==> src/rtl/shift_serdes_unit.sv <==
// Universal shift register with variable-amount shift/rotate ops and a
// framed serialiser/deserialiser that shifts d out while filling q.
// Ports: clk, reset_n, en, op, amt, msb_in, lsb_in, d, tx_start, tx_dir,
//        q, ser_out, tx_busy, tx_done.
module shift_serdes_unit #(
  parameter int WIDTH = 8,
  localparam int AW = $clog2(WIDTH),
  localparam int CW = $clog2(WIDTH + 1)
) (
  input  logic             clk,
  input  logic             reset_n,
  input  logic             en,
  input  logic [2:0]       op,
  input  logic [AW-1:0]    amt,
  input  logic             msb_in,
  input  logic             lsb_in,
  input  logic [WIDTH-1:0] d,
  input  logic             tx_start,
  input  logic             tx_dir,
  output logic [WIDTH-1:0] q,
  output logic             ser_out,
  output logic             tx_busy,
  output logic             tx_done
);

  typedef enum logic {
    IDLE,
    TX
  } state_t;

  typedef enum logic [2:0] {
    OP_HOLD = 3'b000,
    OP_SRL  = 3'b001,
    OP_SLL  = 3'b010,
    OP_LOAD = 3'b011,
    OP_ROR  = 3'b100,
    OP_ROL  = 3'b101,
    OP_SRA  = 3'b110,
    OP_CLR  = 3'b111
  } op_t;

  localparam logic [CW-1:0] LAST = CW'(WIDTH - 1);
  localparam logic [WIDTH-1:0] ONES = {WIDTH{1'b1}};

  state_t            state;
  logic [CW-1:0]     cnt;
  logic              dir;
  logic [WIDTH-1:0]  op_q;
  logic [WIDTH-1:0]  tx_q;
  logic [WIDTH-1:0]  r_mask;
  logic [WIDTH-1:0]  l_mask;
  logic [2*WIDTH-1:0] dbl;
  logic [2*WIDTH-1:0] rr;
  logic [2*WIDTH-1:0] rl;

  // Masks mark the bit positions vacated by a shift of amt.
  assign r_mask = ~(ONES >> amt);
  assign l_mask = ~(ONES << amt);
  assign dbl    = {q, q};
  assign rr     = dbl >> amt;
  assign rl     = dbl << amt;

  always_comb begin
    op_q = q;
    unique case (op_t'(op))
      OP_HOLD: op_q = q;
      OP_SRL:  op_q = (q >> amt) | ({WIDTH{msb_in}} & r_mask);
      OP_SLL:  op_q = (q << amt) | ({WIDTH{lsb_in}} & l_mask);
      OP_LOAD: op_q = d;
      OP_ROR:  op_q = rr[WIDTH-1:0];
      OP_ROL:  op_q = rl[2*WIDTH-1:WIDTH];
      OP_SRA:  op_q = (q >> amt) | ({WIDTH{q[WIDTH-1]}} & r_mask);
      OP_CLR:  op_q = '0;
      default: op_q = q;
    endcase
  end

  // One-bit transfer shift toward the output end.
  always_comb begin
    tx_q = q;
    if (dir) tx_q = {q[WIDTH-2:0], lsb_in};
    else     tx_q = {msb_in, q[WIDTH-1:1]};
  end

  assign ser_out = tx_busy & (dir ? q[WIDTH-1] : q[0]);

  always_ff @(posedge clk or negedge reset_n) begin
    if (!reset_n) begin
      state   <= IDLE;
      q       <= '0;
      cnt     <= '0;
      dir     <= 1'b0;
      tx_busy <= 1'b0;
      tx_done <= 1'b0;
    end else if (en) begin
      tx_done <= 1'b0;
      unique case (state)
        IDLE: begin
          if (tx_start) begin
            state   <= TX;
            q       <= d;
            dir     <= tx_dir;
            cnt     <= '0;
            tx_busy <= 1'b1;
          end else begin
            q <= op_q;
          end
        end
        TX: begin
          q   <= tx_q;
          cnt <= cnt + 1'b1;
          if (cnt == LAST) begin
            state   <= IDLE;
            tx_busy <= 1'b0;
            tx_done <= 1'b1;
          end
        end
        default: state <= IDLE;
      endcase
    end
  end

endmodule

==> config.mk <==
export PLATFORM = sky130hd
export DESIGN_NAME = shift_serdes_unit
export DESIGN_NICKNAME = d
export VERILOG_FILES = /design/src/rtl/shift_serdes_unit.sv
export SDC_FILE = /design/constraint.sdc
export NUM_CORES = 1
export LEC_CHECK = 0
export CAP_MARGIN = 0
export CORE_MARGIN = 2
export CORE_UTILIZATION = 40
export DETAILED_ROUTE_END_ITERATION = 10
export PLACE_DENSITY_LB_ADDON = 0.2
export SKIP_LAST_GASP = 1
export SYNTH_ARGS = -nofsm -noshare
export SYNTH_HDL_FRONTEND = slang
export SYNTH_SLANG_ARGS = --single-unit
==> constraint.sdc <==
create_clock -name clk -period 2.25 [get_ports clk]
set_input_delay 0.3375 -clock clk [delete_from_list [all_inputs] [get_ports clk]]
set_output_delay 0.3375 -clock clk [all_outputs]
set_load 0.1 [all_outputs]
==> run_results.csv, run 1 <==
group,metric,value,unit
status,status,"finished clean",
final_layout,drive_gt1_share,33.2,%
synth,synth_top_family_by_area,"compound AO/OA/AOI/OAI gates",
global_routing,grt_antenna_before_repair,0,
worst_hold_path,hold_class,"in2async",
die,start_util,41.8,%
placed_design,pre_cts_slack,-0.296,ns
timing,final-setup-viol-count,0,
synth,synth_flop_cell,"dfrtp_1",
die,die_area,0.00644,mm²
clock_tree,cts_root_buf,"clkbuf_8",
synth,synth-async-reset-ratio,100,%
final_layout,multi_input_area,0.00168,mm²
synth,synth_edf_count,0,
worst_setup_path,critPathKind,"in2reg",
worst_setup_path,crit_arrival,2.33,ns
final_layout,antenna-diode-count,0,
global_routing,overflow,0,
timing,slew_viol_final,0,
timing,relSlewSlack,48.3,%
timing,clock_skew,0.00784,ns
timing,fin_crit_sh,96.7,%
synth,synthSimpleGateAreaFrac,15.5,%
global_routing,grt_max_degree,19,
timing,clock.fmax,0.460,GHz
clock_tree,cts.sinks,16,
route,drt_pass1_iterations,5,
synth,synth_mux_area_share,27.2,%
final_layout,layout_common_cells,"buf_4 (60), nand2_1 (32), clkdlybuf4s50_1 (19), o21ai_0 (17), mux2_2 (16)",
final_layout,mostFrequentLayoutCell,"buf_4",
route,wirelength,7930,µm
pwr,p_leak,0.00127,µW
die,num_rows,27,
clock_tree,worstSkewPairLatency,0.26,ns
timing,hold_viol,0,
route,ant_nets,0,
pwr,p_per_area,1030,mW/mm²
placed_design,io_buffer_count,31,
synth,ys_seq_area_share,17.2,%
synth,synth_cell_types,58,
synth,synth_cells,265,
worst_setup_path,r2r_cells,5,
timing,grt_setup_unrepaired,"false",
clock_tree,cts_hold_buffers,0,
synth,synthesis.area,0.00233,mm²
synth,synth_nets,287,
pwr,ir_drop,1.13,mV
clock_tree,cts_tree,"built",
timing,period_needed,2.17,ns
worst_setup_path,worstPathRequired,2.40,ns
route,vias,2493,
die,die_w,80.3,µm
die,core-area,0.00557,mm²
die,ios,32,
synth,yosys_warnings,0,
timing,layout_setup_ws,0.0753,ns
route,drtIter0Drc,409,
synth,synth_compound_area_share,28.8,%
synth,synth_fa_ha_area_share,0.538,%
route,viasPerCell,6.33,
placed_design,hpwl,5860,µm
worst_setup_path,crit_fanout,8,
global_routing,grt_pass1_wl,12400,µm
worst_setup_path,critPathCaptureType,"flip-flop",
timing,setup-tns-final,0,ns
global_routing,grt_pass1_vias,2317,
clock_tree,cts_buffers,3,
final_layout,seq_area,407,µm²
synth,syn_area_per_cell,8.78,µm²
clock_tree,cts_buffer_depth,2,
clock_tree,clk_pin_slew,0.07,ns
synth,synthXorXnorAreaFrac,0,%
route,drc,0,
pwr,finalPower,3090,µW
placed_design,routabilityCongestion,0.980,
clock_tree,cts.htree.levels,1,
final_layout,fillers,538,
global_routing,grt_use_total,25.3,%
die,fp.dieH,80.3,µm
route,wire_per_inst,20.1,µm
worst_setup_path,cp-start-kind,"input port",
timing,tightest_slew,0.770,ns
final_layout,synthToLayoutAreaGrowth,28.9,%
synth,synth-seq-cells,16,
run,cap_viol_max_count,0,
final_layout,nets,345,
-- Yosys cell counts (5+ instances only) --
master / instances / area (µm²)
o21ai_0: 18 / 90.1
nor2_1: 13 / 48.8
nand2_1: 32 / 120
dfrtp_1: 16 / 400
a21oi_1: 13 / 65.1
mux2i_1: 14 / 140
a22oi_1: 9 / 67.6
inv_1: 8 / 30.0
mux4_1: 5 / 131
mux4_2: 8 / 180
nand3_1: 7 / 35.0
clkbuf_1: 11 / 41.3
nor2b_1: 5 / 31.3
mux2_2: 16 / 180
buf_6: 11 / 124
-- logic make-up after synthesis --
kind of cell / count (synthesis)
AO/OA/AOI/OAI: 92
AND/OR/NAND/NOR: 73
multiplexers: 43
buffers and inverters: 40
flip-flops: 16
adder cells (fa/ha/maj): 1
-- worst paths after layout --
kind | from | end | slack, ns
hold reg to reg | cnt[1] | cnt[1] | 0.53
hold / removal | reset_n | q[6] | 0.41
min in group clk | cnt[1] | cnt[1] | 0.53
max in group asynchronous | reset_n | q[4] | 1.63
setup reg to reg | q[0] | q[1] | 0.16
setup / recovery | op[1] | q[1] | 0.08
-- through the flow --
step,utilization [%],hold slack (ns),area (µm²),instances
after global routing,53.8,0.433,3000,394
final,53.8,0.407,3000,394
after global placement,51.9,0.509,2890,385
after detailed placement,51.9,0.511,2890,385
after CTS,53.4,0.416,2980,392
after floorplan,-,0.0419,2340,265
-- final cells by class --
| cell class | count | share of cell area (%) |
|---|---|---|
| sequential | 16 | 13.6 |
| timing repair buffer | 84 | 24.6 |
| inverter | 9 | 1.13 |
| tap | 72 | 3.00 |
| clock buffer | 4 | 1.83 |
| multi-input combinational | 209 | 55.9 |
-- worst max-delay path, stage by stage --
cell and delay, ns:
clkdlybuf4s50_1 0.45, buf_4 0.16, buf_4 0.12, o21ai_1 0.61, o21ai_0 0.35, a31o_1 0.29
-- sequential cells by signal, indices dropped and copies added (netlist names) --
register	flops
state	1
q	8
dir	1
tx_done	1
tx_busy	1
cnt	4
-- per-layer routing --
layer / track usage, % / vias up / share of wire, %
met5: 0 / - / 0
met4: 6.61 / 0 / 1.8
met3: 3.71 / 22 / 8.5
met2: 40.5 / 149 / 46
met1: 35.7 / 1184 / 43
li1: - / 1138 / -
-- repair_timing --
action	CTS	global route
gates resized for setup	2	4
setup endpoints to repair	1	3
gates cloned	0	1
setup buffers	3	1
-- where the power goes --
part / switching [µW] / internal [µW]
logic: 1220 / 845
clock network: 113 / 156
registers: 346 / 408
No activity file was read; power rests on OpenSTA's default activity.
==> run 2, diff against run 1 <==
Settings changed: PLACE_DENSITY_LB_ADDON 0.2 to default.
==> run_results.csv, run 2 (synthesized netlist as in run 1, its figures left out) <==
group,metric,value,unit
clock_tree,cts.sinks,16,
route,ant_nets,0,
clock_tree,cts_root_buf,"clkbuf_8",
route,drt_pass1_iterations,5,
timing,hold_viol,0,
placed_design,pre_cts_slack,-0.258,ns
global_routing,grt_pass1_vias,2305,
pwr,ir_drop,0.940,mV
timing,clock.fmax,0.462,GHz
clock_tree,cts_tree,"built",
timing,final-setup-viol-count,0,
worst_setup_path,critPathCaptureType,"flip-flop",
placed_design,hpwl,5930,µm
worst_setup_path,crit_fanout,13,
final_layout,fillers,523,
final_layout,layout_common_cells,"buf_4 (59), nand2_1 (32), clkdlybuf4s50_1 (20), o21ai_0 (18), mux2_2 (16)",
timing,clock_skew,0.00940,ns
worst_setup_path,critPathBufInv,2,
placed_design,io_buffer_count,31,
clock_tree,cts_buffers,3,
status,status,"finished clean",
worst_hold_path,hold_class,"in2async",
global_routing,grt_max_degree,21,
worst_setup_path,crit_arrival,2.32,ns
clock_tree,worstSkewPairLatency,0.26,ns
timing,whs,0.409,ns
worst_setup_path,cp-start-kind,"input port",
route,drc,0,
worst_setup_path,slowest_delay,0.52,ns
final_layout,top_regs,"q: 8 flops, cnt: 4 flops",
die,die_w,80.3,µm
route,wirelength,7800,µm
route,vias,2483,
worst_setup_path,cp_slowest_cell,"mux4_2",
final_layout,top_register,"q",
run,cap_viol_max_count,0,
global_routing,overflow,0,
final_layout,largest_register_ffs,8,
pwr,p_switching,1650,µW
timing,slew_viol_final,0,
die,start_util,41.8,%
global_routing,grt_use_total,25.2,%
clock_tree,clk_pin_slew,0.08,ns
final_layout,nets,345,
pwr,power_frac_seq,24.3,%
timing,setup-tns-final,0,ns
pwr,p_per_area,1020,mW/mm²
pwr,p_leak,0.00126,µW
final_layout,finalInstanceArea,0.00300,mm²
timing,period_needed,2.17,ns
placed_design,routabilityCongestion,0.961,
timing,relSlewSlack,67.1,%
worst_setup_path,cp_top_family,"multiplexers",
pwr,swShare,53.9,%
final_layout,synthToLayoutAreaGrowth,28.9,%
clock_tree,cts.htree.levels,1,
final_layout,antenna-diode-count,0,
worst_setup_path,reg2reg_slack,0.27,ns
route,wire_per_inst,19.8,µm
die,ios,32,
final_layout,multi_input_area,0.00167,mm²
die,fp.dieH,80.3,µm
global_routing,grt_antenna_before_repair,0,
timing,fin_crit_sh,96.3,%
worst_setup_path,critPathKind,"in2reg",
timing,layout_setup_ws,0.0837,ns
die,die_area,0.00644,mm²
final_layout,mostFrequentLayoutCell,"buf_4",
route,viasPerCell,6.30,
pwr,share_comb_of_total_power,66.8,%
placed_design,place_area,0.00296,mm²
worst_setup_path,path_cells,"clkdlybuf4s50_1, buf_12, mux4_2, mux2i_1, a21oi_1, a21o_1, a221o_1",
pwr,intPower,1410,µW
global_routing,grt_pass1_wl,12200,µm
timing,grt_setup_unrepaired,"true",
final_layout,seq_area,407,µm²
route,drtIter0Drc,239,
timing,tightest_slew,0.493,ns
worst_setup_path,worstPathRequired,2.40,ns
die,num_rows,27,
final_layout,drive_gt1_share,32.9,%
pwr,p_clk_share,8.9,%
clock_tree,cts_buffer_depth,2,
die,core-area,0.00557,mm²
run 2: path summary, 6_finish.rpt:
check                         from     end  depth (start not counted)
max in group asynchronous  reset_n    q[1]                          2
min in group clk            cnt[1]  cnt[1]                          1
max                         amt[0]    q[6]                          7
min                        reset_n    q[2]                          2
min reg2reg                 cnt[1]  cnt[1]                          1
max reg2reg                   q[7]    q[6]                          5
run 2: power groups by stage:
stage               Sequential, µW  Clock (µW)  Combinational (µW)
finish                         744         273                2050
floorplan                      989           0                1180
global placement               739           0                2020
detailed placement             736           0                2030
CTS                            732         275                2040
global route                   774         287                2160
run 2: stage by stage:
step | std cells | power [µW] | utilization (%)
final | 394 | 3060 | 53.8
after global routing | 394 | 3220 | 53.8
after floorplan | 265 | 2170 | -
after detailed placement | 390 | 2770 | 53.0
after global placement | 390 | 2760 | 53.0
after CTS | 394 | 3040 | 54.0
run 2: repair_timing:
item / in CTS / in global routing
buffers inserted: 0 / 0
hold buffers: 0 / 0
setup endpoints to repair: 0 / 2
gates resized for setup: 0 / 3
run 2: area by class of cell:
cell class	count	share of cell area (%)
clock buffer	4	1.84
inverter	9	1.13
multi-input combinational	209	55.7
sequential	16	13.6
tap	72	3.00
timing repair buffer	84	24.8
run 2: per-layer routing:
metal / track usage [%] / vias up / share of wire, %
li1: - / 1141 / -
met1: 35.0 / 1176 / 43
met2: 38.9 / 139 / 45
met3: 3.82 / 27 / 7.8
met4: 10.5 / 0 / 4.0
met5: 0 / - / 0
